<file path="src/rtl/mem_access_unit.sv">
// mem_access_unit
//   MEM-stage load/store engine. Takes one load/store from the EX/MEM
//   register, runs it over a single-outstanding req/ack data bus, and
//   returns sign/zero-extended load data. The pipeline stalls until the
//   access completes.
//
// Optional feature macro: MISALIGN_EXC_EN
//   defined   : misaligned halfword/word accesses skip the bus and complete
//               straight away with addr_err=1.
//   undefined : offending low address bits are ignored, addr_err stays 0.
//
// Parameters
//   TIMEOUT_CYCLES  max WAIT cycles before bus_err (1..65535)
//   CNT_W           timeout counter width, 2**CNT_W > TIMEOUT_CYCLES
//
// Ports
//   clk, reset                  clock, synchronous active-high reset
//   req_valid/op/addr/wdata     request from MEM stage (held while stall)
//   stall                       combinational, req_valid && state!=DONE
//   done, rdata, bus_err,
//   addr_err                    completion pulse + result/flags
//   mem_req/we/be/addr/wdata    data bus request (held until mem_ack)
//   mem_ack, mem_rdata          data bus response
module mem_access_unit #(
    parameter int TIMEOUT_CYCLES = 255,
    parameter int CNT_W          = 16
) (
    input  logic        clk,
    input  logic        reset,
    input  logic        req_valid,
    input  logic [2:0]  req_op,
    input  logic [31:0] req_addr,
    input  logic [31:0] req_wdata,
    output logic        stall,
    output logic        done,
    output logic [31:0] rdata,
    output logic        bus_err,
    output logic        addr_err,
    output logic        mem_req,
    output logic        mem_we,
    output logic [3:0]  mem_be,
    output logic [31:0] mem_addr,
    output logic [31:0] mem_wdata,
    input  logic        mem_ack,
    input  logic [31:0] mem_rdata
);

    localparam int NUM_LANES = 4;

    localparam logic [2:0] OP_LB  = 3'd0;
    localparam logic [2:0] OP_LBU = 3'd1;
    localparam logic [2:0] OP_LH  = 3'd2;
    localparam logic [2:0] OP_LHU = 3'd3;
    localparam logic [2:0] OP_LW  = 3'd4;
    localparam logic [2:0] OP_SB  = 3'd5;
    localparam logic [2:0] OP_SH  = 3'd6;
    localparam logic [2:0] OP_SW  = 3'd7;

    localparam logic [1:0] SZ_B = 2'd0;
    localparam logic [1:0] SZ_H = 2'd1;
    localparam logic [1:0] SZ_W = 2'd2;

    typedef enum logic [1:0] {
        IDLE = 2'd0,
        WAIT = 2'd1,
        DONE = 2'd2
    } state_t;

    state_t             state;
    logic [2:0]         op_q;
    logic [1:0]         addr_lo_q;
    logic [CNT_W-1:0]   cnt;
    logic [CNT_W-1:0]   cnt_nxt;

    logic [1:0]                   req_size;
    logic                         req_store;
    logic                         misalign_exc;
    logic [NUM_LANES-1:0]         lane_be;
    logic [NUM_LANES-1:0][7:0]    lane_wd;
    logic [7:0]                   ld_byte;
    logic [15:0]                  ld_half;
    logic [31:0]                  ld_val;
    logic                         op_q_store;

    assign stall      = req_valid && (state != DONE);
    assign cnt_nxt    = cnt + 1'b1;
    assign op_q_store = (op_q >= OP_SB);

    // Request decode: access size and direction.
    always_comb begin
        req_size  = SZ_W;
        req_store = (req_op >= OP_SB);
        case (req_op)
            OP_LB, OP_LBU, OP_SB: req_size = SZ_B;
            OP_LH, OP_LHU, OP_SH: req_size = SZ_H;
            default:              req_size = SZ_W;
        endcase
    end

    // Misalignment only matters when the exception is built in; otherwise
    // the low bits are simply not looked at by the lane logic.
`ifdef MISALIGN_EXC_EN
    always_comb begin
        misalign_exc = 1'b0;
        if (req_size == SZ_H)
            misalign_exc = req_addr[0];
        else if (req_size == SZ_W)
            misalign_exc = (req_addr[1:0] != 2'b00);
    end
`else
    assign misalign_exc = 1'b0;
`endif

    // Per byte lane (little-endian, lane 0 = bits [7:0]): store enable and
    // the store byte that lane carries. Bytes go to all four lanes, halves
    // to both halfword slots, so the memory just picks by byte enable.
    for (genvar i = 0; i < NUM_LANES; i++) begin : g_lane
        localparam logic [1:0] LI = 2'(i);
        assign lane_be[i] = (req_size == SZ_B) ? (req_addr[1:0] == LI) :
                            (req_size == SZ_H) ? (req_addr[1] == LI[1]) :
                                                 1'b1;
        assign lane_wd[i] = (req_size == SZ_B) ? req_wdata[7:0] :
                            (req_size == SZ_H) ? req_wdata[8*(i%2) +: 8] :
                                                 req_wdata[8*i +: 8];
    end

    // Load extraction from the returned word, using the registered op and
    // low address bits of the access in flight.
    always_comb begin
        ld_byte = mem_rdata[7:0];
        case (addr_lo_q)
            2'd0:    ld_byte = mem_rdata[7:0];
            2'd1:    ld_byte = mem_rdata[15:8];
            2'd2:    ld_byte = mem_rdata[23:16];
            default: ld_byte = mem_rdata[31:24];
        endcase
        ld_half = addr_lo_q[1] ? mem_rdata[31:16] : mem_rdata[15:0];
        case (op_q)
            OP_LB:   ld_val = {{24{ld_byte[7]}}, ld_byte};
            OP_LBU:  ld_val = {24'h0, ld_byte};
            OP_LH:   ld_val = {{16{ld_half[15]}}, ld_half};
            OP_LHU:  ld_val = {16'h0, ld_half};
            default: ld_val = mem_rdata;
        endcase
    end

    always_ff @(posedge clk) begin
        if (reset) begin
            state     <= IDLE;
            op_q      <= OP_LB;
            addr_lo_q <= 2'b00;
            cnt       <= '0;
            done      <= 1'b0;
            bus_err   <= 1'b0;
            addr_err  <= 1'b0;
            rdata     <= 32'h0;
            mem_req   <= 1'b0;
            mem_we    <= 1'b0;
            mem_be    <= 4'h0;
            mem_addr  <= 32'h0;
            mem_wdata <= 32'h0;
        end else begin
            case (state)
                IDLE: begin
                    done     <= 1'b0;
                    bus_err  <= 1'b0;
                    addr_err <= 1'b0;
                    if (req_valid) begin
                        op_q      <= req_op;
                        addr_lo_q <= req_addr[1:0];
                        cnt       <= '0;
                        if (misalign_exc) begin
                            // No bus traffic: report straight away.
                            state    <= DONE;
                            done     <= 1'b1;
                            addr_err <= 1'b1;
                        end else begin
                            state     <= WAIT;
                            mem_req   <= 1'b1;
                            mem_we    <= req_store;
                            mem_be    <= req_store ? lane_be : 4'b1111;
                            mem_addr  <= {req_addr[31:2], 2'b00};
                            mem_wdata <= lane_wd;
                        end
                    end
                end
                WAIT: begin
                    cnt <= cnt_nxt;
                    // Ack is checked first so it wins over a same-cycle timeout.
                    if (mem_ack) begin
                        mem_req <= 1'b0;
                        if (!op_q_store)
                            rdata <= ld_val;
                        state <= DONE;
                        done  <= 1'b1;
                    end else if (cnt_nxt == CNT_W'(TIMEOUT_CYCLES)) begin
                        mem_req <= 1'b0;
                        bus_err <= 1'b1;
                        state   <= DONE;
                        done    <= 1'b1;
                    end
                end
                DONE: begin
                    // req_valid is ignored here; the pipeline is advancing.
                    done     <= 1'b0;
                    bus_err  <= 1'b0;
                    addr_err <= 1'b0;
                    state    <= IDLE;
                end
                default: state <= IDLE;
            endcase
        end
    end

endmodule

</file>
<file path="config.mk">
export PLATFORM = sky130hd
export DESIGN_NAME = mem_access_unit
export DESIGN_NICKNAME = d
export VERILOG_FILES = /design/src/rtl/mem_access_unit.sv
export SDC_FILE = /design/constraint.sdc
export NUM_CORES = 1
export LEC_CHECK = 0
export ABC_AREA = 1
export CAP_MARGIN = 20
export CORE_AREA = 3 3 142 144
export DETAILED_ROUTE_END_ITERATION = 8
export DIE_AREA = 0 0 145 147
export DONT_BUFFER_PORTS = 1
export PLACE_DENSITY = 0.53
export SETUP_SLACK_MARGIN = 0.2
export SYNTH_ARGS = -nofsm -noshare
export SYNTH_HDL_FRONTEND = slang
export SYNTH_SLANG_ARGS = --single-unit
export TNS_END_PERCENT = 50
</file>
<file path="constraint.sdc">
create_clock -name clk -period 2.4 [get_ports clk]
set_input_delay 0.36 -clock clk [delete_from_list [all_inputs] [get_ports clk]]
set_output_delay 0.36 -clock clk [all_outputs]
set_load 0.02 [all_outputs]
</file>
==> flow_results.org, run 1 <==
** Place
- Once detailed placement completed, the half-perimeter wirelength came to around 13000 um.
- The congestion estimate from routability-driven global placement came to 0.810.
- Port buffering added 0 buffers.
- Cell area after placement :: 5940 um2

** Yosys
- By area, the combinational part of the netlist is dominated by compound AO/OA/AOI/OAI gates.
- Of the post-synthesis cell area, the part taken by muxes is 0%.
- Fraction of registers with async set/reset :: 0%
- Most common cell in the synthesized netlist :: sky130_fd_sc_hd__nand2_1
- Commonest cells in the netlist :: sky130_fd_sc_hd__nand2_1, sky130_fd_sc_hd__dfxtp_1, sky130_fd_sc_hd__a21oi_1, sky130_fd_sc_hd__nor2_1, sky130_fd_sc_hd__o21ai_0
- Warnings from Yosys :: 0
- Yosys mapped a number of flops with a built-in enable equal to 0.
- Commonest register cell after synthesis :: sky130_fd_sc_hd__dfxtp_1
- A synthesized cell averages 7.13 um2.
- The share of synthesized area in the top cell type comes to about 44%.
- In the synthesized netlist, the number of instances is just under 800.
- Synthesis inferred 125 register bits.
- Cell type with the largest total area after synthesis :: sky130_fd_sc_hd__dfxtp_1
- Post-synthesis xor/xnor area fraction :: 0.463%
- After synthesis, the cell types taking the most area are sky130_fd_sc_hd__dfxtp_1, sky130_fd_sc_hd__nand2_1, sky130_fd_sc_hd__a21oi_1, sky130_fd_sc_hd__o21ai_0, sky130_fd_sc_hd__nor2_1.
- Unique masters post-synth :: 35
- Sequential-to-total area share from yosys stat :: about 44%
- Summing the areas of all compound-gate instances in the mapped netlist gives 23.8% of the synthesized area.
- Summing the areas of all and, or, nand and nor instances in the mapped netlist gives 22.7% of the synthesized area.
- After Yosys synthesis, full adders, half adders and majority gates account for less than 1% of the synthesized area.
- Cell area after synthesis :: 5670 um2

** Critical path
- Required time reported for the critical path endpoint :: 2.74 ns
- Traced cell by cell, the critical path runs through ha_1, nand2_1, nor2_2, nand2_1, nor2_1, xnor2_1, nand2_1, nor2_2, nand2_1, nand2_2, nand2_1, a21oi_2.
- Type of destination of the critical path :: flop
- Most used cell along the critical path :: sky130_fd_sc_hd__nand2_1
- The worst setup path is of the flop to flop kind.
- Arrival time of the worst setup path :: 2.34 ns
- Largest stage delay on the critical path :: 0.42 ns
- STA classifies the critical path startpoint as a flop.
- Maximum fanout encountered on the critical timing path :: 5
- The largest individual stage delay along the critical path comes from the cell sky130_fd_sc_hd__dfxtp_1.

** Run status
- The flow ran to the end, and the final reports show no timing, DRC or antenna violations.

** Drt
- Iteration-0 DRC count of the detailed router :: about 250
- Detailed-route wire length :: 17500 um
- In the final routed layout, each cell accounts on average for 16.6 um.
- Via count :: 5121
- Once detail routing completed, the nets flagged for antenna violations numbered 0.
- Post-DR vias/cell :: around 4.8
- For this run, the detailed router's first-pass iteration total came to 4.
- In the routed design, unresolved DRC markers number 0.

** Timing
- Max Slew Vio Count :: 0
- Setup violations remaining at the end of the flow were counted as 0.
- Setup TNS :: 0 ns
- Setup repair after global routing missed its margin :: yes
- Static timing analysis puts the maximum clock frequency at approximately 500 MHz.
- The final-report hold violation count came to 0.
- Across the routed clock network, the largest skew measured is 0.00694 ns.
- The worst path uses ~83% of the clock period.
- After layout, the minimum clock period comes to 2.00 ns.
- Slew @ Worst Pin :: 0.972 ns
- Headroom to the max-slew limit came out at 35.1%.

** Die
- The initial utilization of the core area, before any placement, comes to 30.1%.
- Placeable core area :: 18800 um2
- Core Rows :: 50
- During I/O placement, the number of pins put on the boundary was 209.
- Die footprint :: 21300 um2
- Measured along the y axis, the die boundary spans 147 um.
- Die width :: about 150 um

** CTS
- CTS tree :: done
- Inserted Clock Buffers :: 17
- Clock Latency Late Sink :: 0.41 ns
- CTS placed an instance of sky130_fd_sc_hd__clkbuf_16 at the clock tree root.
- Hold Buf Count CTS :: 0
- The H-tree was split into 4 levels.
- Counting every sink on the clock net gives about 130.
- Clock-pin slew was measured on the worst setup and hold paths at 0.06 ns.
- Maximum buffer depth of the clock tree :: 2

** Finish
- From synthesis to final layout, the design area changed by 15.2%.
- The repair_antennas step left the layout with diodes totalling 0.
- Final design area excluding fillers :: 6530 um2
- Cells with a size suffix above 1 make up 9.17% of the layout.
- End-of-flow core utilization :: 34.7%
- Number of nets in the layout :: 888

** GRT
- Maximum number of pins on one net before global-route repair :: 63
- Wire length of the first global-routing pass :: 27800 um
- Via count of the first global-routing pass :: 4908
- Across every metal layer, demand over resource in global routing totals between 10% and 20%.
- Total gr overflow :: 0
- The initial antenna violation count was 0.

** Pwr
- In this run the power density over the cells is 862 nW/um2.
- Static Leakage :: roughly 2.7 nW
- Across the VDD grid, the largest voltage drop is 0.426 mV.

** Hold path
- Class of the tightest hold or removal check :: input pin to flop

** Flow run
- Maximum capacitance violations :: 0
-- per-layer routing --
metal  up-vias  GRT usage (%)  part of all wire, %
met3        20           5.95                  7.2
met1      2325           20.9                   45
met4         0           4.80                  1.4
met2       155           25.2                   46
met5         -              0                    0
li1       2621              -                    -
-- cell type report --
| type | count | area (um2) |
|---|---|---|
| multi-input combinational | 551 | 2710 |
| sequential | 125 | 2500 |
| clock inverter | 13 | 143 |
| tap | 260 | 325 |
| timing repair buffer | 14 | 130 |
| fill | 2009 | 12300 |
| clock buffer | 19 | 443 |
| inverter | 74 | 278 |
-- path summary, 6_finish.rpt --
kind                               from           end  slack, ns  cells past startpoint
worst max-delay path             cnt[1]          done       0.40                     12
worst min-delay path              reset  mem_wdata[4]       0.04                      1
worst max register to register   cnt[1]          done       0.40                     12
worst min register to register  cnt[14]       cnt[14]       0.48                      2
-- through the flow --
stage / hold WS [ns] / cells / power (mW) / setup slack (ns)
6_report: 0.0364 / 1056 / 5.63 / 0.402
5_1_grt: 0.00673 / 1056 / 5.91 / 0.196
3_5_place_dp: 0.438 / 1024 / 3.16 / 0.361
2_1_floorplan: 0.458 / 797 / 2.98 / 0.714
3_3_place_gp: 0.438 / 1024 / 3.16 / 0.340
4_1_cts: 0.00389 / 1056 / 5.72 / 0.336
-- cells by family (layout without fill, tap and decap cells) --
group | Yosys count | count (layout)
xor+xnor | 3 | 3
other cells | 1 | 3
buf+inv | 121 | 120
simple gates | 306 | 306
compound gates | 237 | 237
fa+ha+maj | 2 | 2
flops | 125 | 125
-- state kept, by name (all words and copies together), names as in the netlist --
register   count
addr_lo_q      2
bus_err        1
cnt           16
done           1
mem_addr      30
mem_be         4
mem_req        1
mem_wdata     32
mem_we         1
op_q           3
rdata         32
state          2
-- critical path: cells and delay by family (launching register included) --
kind / cells / cell delay [ns]
and+or+nand+nor: 9 / 1.02
DFF: 1 / 0.42
adders and majority gates: 1 / 0.24
xor gates and xnor gates: 1 / 0.16
AOI/OAI and AO/OA: 1 / 0.10
-- placed cells by master, fill, tap and decap left out, types with 6 or more instances in the layout --
cell type | Yosys | routed
sky130_fd_sc_hd__a21oi_1 | 93 | 93
sky130_fd_sc_hd__buf_4 | 5 | 12
sky130_fd_sc_hd__nand2_1 | 163 | 163
sky130_fd_sc_hd__dfxtp_1 | 125 | 124
sky130_fd_sc_hd__o21ai_0 | 82 | 82
sky130_fd_sc_hd__nand3_1 | 28 | 28
sky130_fd_sc_hd__a22o_1 | 6 | 6
sky130_fd_sc_hd__o22ai_1 | 6 | 6
sky130_fd_sc_hd__nor2_2 | 6 | 6
sky130_fd_sc_hd__inv_1 | 69 | 68
sky130_fd_sc_hd__nand4_1 | 6 | 6
sky130_fd_sc_hd__o211ai_1 | 41 | 41
sky130_fd_sc_hd__clkbuf_16 | 0 | 17
sky130_fd_sc_hd__nor2_1 | 85 | 84
-- power by group --
group,total (mW),switching [mW],internal [mW]
Sequential,2.53,0.297,2.23
Clock,2.52,0.960,1.56
Combinational,0.584,0.391,0.193
Total,5.63,1.65,3.99
-- repair_timing --
action,CTS,global route
setup endpoints to repair,0,5
setup buffers,0,0
resized for setup,0,1
(Power assumes the default switching activity.)
==> inputs of run 2 (changes only) <==
Settings changed: PLACE_DENSITY 0.53 to 0.55.
Clock period 2.4 ns to 1.6 ns, I/O delays scaled along.
==> run 2 against run 1 <==
  * The flow now finishes with violations (negative hold slack, negative setup slack)
  * Flip-flop and latch count unchanged
  * Sequential power grew 50%
  * Worst setup slack worse by 0.48 ns
  * Combinational power rose to 2.7 times the previous value
  * Die area stayed put
  * Clock power increased by 41%
  * Critical path type unchanged
  * Largest cell class unchanged
  * Highest routed layer unchanged
==> flow_results.org, run 2 (synthesis gave the netlist of run 1 again) <==
** Die
- The number of placement rows is 50 (unchanged).
- The overall die width is 145 um (unchanged).
- Initial cell density of the core :: 30.1% (unchanged)
- Die footprint :: 21300 um2 (unchanged)
- The die span in y is 147 um (unchanged).
- The core area is 18800 um2 (unchanged).
- The count of boundary I/O pins came to 209 (unchanged).

** Timing
- Max Slew Vio Count :: 0 (unchanged)
- Shortest period the worst path allows :: 1.68 ns (-0.318 ns)
- Setup repair after global routing missed its margin :: yes
- The final-report hold violation count came to 1 (+1).
- The final worst slack is -0.0801 ns (-0.482 ns).
- The share of the clock period used by the worst path after layout is 105% (+22 points).
- Maximum clock frequency :: 595 MHz (+19%)
- Worst Hold Margin :: -0.00193 ns (-0.0383 ns)
- The setup-violating endpoint count in the final report came to 5 (+5).
- The worst clock skew came to 0.0109 ns (+0.00397 ns).

** Run status
- Failing checks :: negative hold slack, negative setup slack
- The run finished, with violations left.

** Critical path
- The number of cells on the worst reg-to-reg path came to 14 (+2).
- R2r startpoint :: cnt[0]
- Largest stage delay on the critical path :: 0.36 ns (-0.06 ns)
- The worst register-to-register path ends at done.
- The endpoint required time on the critical path is 1.95 ns (-0.79 ns).
- The worst setup path is launched from a flop.
- Broken down by cell family, the worst path's largest delay share belongs to simple AND/OR/NAND/NOR gates.
- The critical path arrival is 2.03 ns (-0.31 ns).
- The register-to-register path setup slack is -0.08 ns (-0.48 ns).
- The worst setup path is captured at a flop.
- Walking the worst path, the cells encountered are ha_4, nand2_4, nor2_4, buf_4, nand3_1, nand2_1, nand2_1, inv_1, nand2_1, nor2_2, nand2_1, nand2_2, nand2_2, a21oi_2.
- Setup CP Type :: flop to flop
- In this design, the critical path's most frequently occurring cell is sky130_fd_sc_hd__nand2_1.
- The slowest stage of the critical path belongs to the cell sky130_fd_sc_hd__dfxtp_4.
- Maximum fanout encountered on the critical timing path :: 5 (unchanged)
- Buffer and inverter count on the worst path :: 2 (+2)

** CTS
- The number of buffers on the longest clock path came to 2 (unchanged).
- The clock-pin slew on the worst setup and hold paths was 0.06 ns (about the same).
- CTS tree :: done
- The clock sink total is 125 (unchanged).
- The clock latency reported for the late side of the worst-skew pair was 0.41 ns (about the same).
- Inserted Clock Buffers :: 17 (unchanged)
- Library cell used as clock root buffer :: sky130_fd_sc_hd__clkbuf_16
- The H-tree depth reported by CTS was 4 (unchanged).

** Finish
- Most frequent standard cell in the layout excluding fill and tap cells :: sky130_fd_sc_hd__nand2_1
- The area growth from synthesis to layout is 49.8%.
- Diodes inserted :: 0 (unchanged)
- The largest registers in the layout are mem_wdata (32), rdata (32), mem_addr (30).
- Filler Cells Inserted :: 1796 (-11%)
- Leading cell types in the layout, fill and taps excluded :: sky130_fd_sc_hd__nand2_1, sky130_fd_sc_hd__dfxtp_1, sky130_fd_sc_hd__o21ai_0, sky130_fd_sc_hd__inv_1, sky130_fd_sc_hd__a21oi_1
- Final Instance Count excl. Fillers :: 1171 (+11%)
- Number of nets in the layout :: 1003 (+13%)
- The proportion of layout cells with a drive suffix above 1 was 28.8% (+20 points).

** GRT
- Via count of the first global-routing pass :: 5428 (+11%)
- Maximum number of pins on one net before global-route repair :: 43 (-32%)
- The total congestion overflow after global routing came to 0 (unchanged).
- The first-pass GRT wire length was 29700 um (+7.1%).
- Initial antenna violation count :: 0 (unchanged)
- Aggregate global-route resource usage :: 17.3% (+1.2 points)

** Hold path
- Number of stages on the worst hold path :: 2 (+1)
- Launch instance of the worst min-delay path :: mem_rdata[1]
- Capture endpoint of the worst hold path :: rdata[1]
- Class of the tightest hold or removal check :: input pin to flop

** Drt
- The final routed wirelength across all metal layers is 20900 um (+20%).
- The remaining antenna violation count is 0 (unchanged).
- Iteration-0 DRC count of the detailed router :: 326 (+33%)
- The ratio of routed vias to standard cells was 5.04 (+3.9%).
- The number of optimization iterations in the first detailed-route pass was 5 (+1).
- The via count of the routed design came to 5901 (+15%).
- Drc violations :: 0 (unchanged)
- Wire length per cell after detailed routing :: 17.9 um (+7.8%)

** Flow run
- The max-capacitance violation count was 0 (unchanged).

** Pwr
- The combinational share of power came to 17.5% (+7.1 points).
- Static Leakage :: 3.42 nW (+25%)
- Clock power share :: 39.9% (-4.8 points)
- The power per cell area came to 1050 nW/um2 (+22%).
- The total net switching power is 2.70 mW (+64%).
- Worst ir drop on vdd :: 0.742 mV (+74%)
- The share of total power consumed by net switching was 30.3% (+1.0 points).
- Internal Pwr Total :: 6.22 mW (+56%)
- Power share of the sequential group :: 42.6% (-2.3 points)

** Place
- Count of port buffers added during placement :: 0 (unchanged)
- Placed Instances :: 1058 (+3.3%)
- The half-perimeter wire length after detailed placement is 12800 um (+2.4%).
- The final weighted congestion of routability-driven global placement is 0.836 (+3.2%).
## run 2: cell count changes in the layout (fill, tap and decap cells not counted), sizes merged
cell / change
buf: +58
clkinvlp: +1
clkbuf: +14
bufinv: -2
dlygate4sd3: +49
clkinv: -6
bufbuf: +1
## run 2: power by group through the flow
stage                     clock [mW]  sequential [mW]  combinational, mW
after global placement             0             3.87              0.929
after CTS                       3.64             3.80               1.17
after global routing            3.78             3.82               1.70
after floorplan                    0             3.79              0.681
after detailed placement           0             3.86              0.942
final                           3.56             3.80               1.56
## run 2: what timing repair did
item / in CTS / in global routing
resized for setup: 42 / 183
hold endpoints to repair: 67 / 3
gates cloned: 3 / 8
hold buffers: 47 / 3
endpoints found under the setup margin: 112 / 109
buffers inserted: 6 / 14
pin swaps: 20 / 68
## run 2: worst max path at each step
stage / start / end / slack [ns] / depth (start not counted)
final: cnt[0] / done / -0.08 / 14
after global routing: cnt[0] / state[1] / -0.23 / 14
after CTS: cnt[0] / done / -0.06 / 12
after detailed placement: cnt[1] / done / -0.11 / 13
after global placement: cnt[1] / done / -0.06 / 13
after floorplan: cnt[1] / done / 0.06 / 12
## run 2: worst register-to-register path: cells and delay by family (launching register included)
kind                       cells  cell delay, ns
adders and majority gates      1            0.17
DFF                            1            0.36
and+or+nand+nor               10            0.83
AOI/OAI and AO/OA              1            0.10
buffers and inverters          2            0.19
## run 2: area by class of cell
cell class / instances / area [um2] / share of cell area, %
Multi-Input combinational cell: 551 / 3380 / 39.8
Sequential cell: 125 / 2530 / 29.8
Timing Repair Buffer: 128 / 1420 / 16.8
Clock buffer: 27 / 514 / 6.06
Tap cell: 260 / 325 / 3.83
Inverter: 74 / 285 / 3.36
Clock inverter: 5 / 30.0 / 0.354
Timing Repair inverter: 1 / 7.51 / 0.0884
## run 2: through the flow
step                worst slack (ns)  setup TNS (ns)  total power, mW  utilization (%)  cell area [um2]
finish                       -0.0801          -0.251             8.92             45.1             8490
global route                  -0.229           -1.03             9.30             45.1             8490
CTS                          -0.0574          -0.160             8.61             40.1             7550
detailed placement            -0.108          -0.348             4.80             33.3             6260
global placement             -0.0645          -0.123             4.79             33.3             6260
floorplan                     0.0560               0             4.47                -             5700
## run 2: layer usage
layer / track usage, % / vias to the layer above / wire length [um]
li1: - / 2867 / -
met1: 21.4 / 2772 / 8590
met2: 27.9 / 234 / 10100
met3: 6.32 / 28 / 1790
met4: 6.56 / 0 / 444
met5: 0 / - / 0
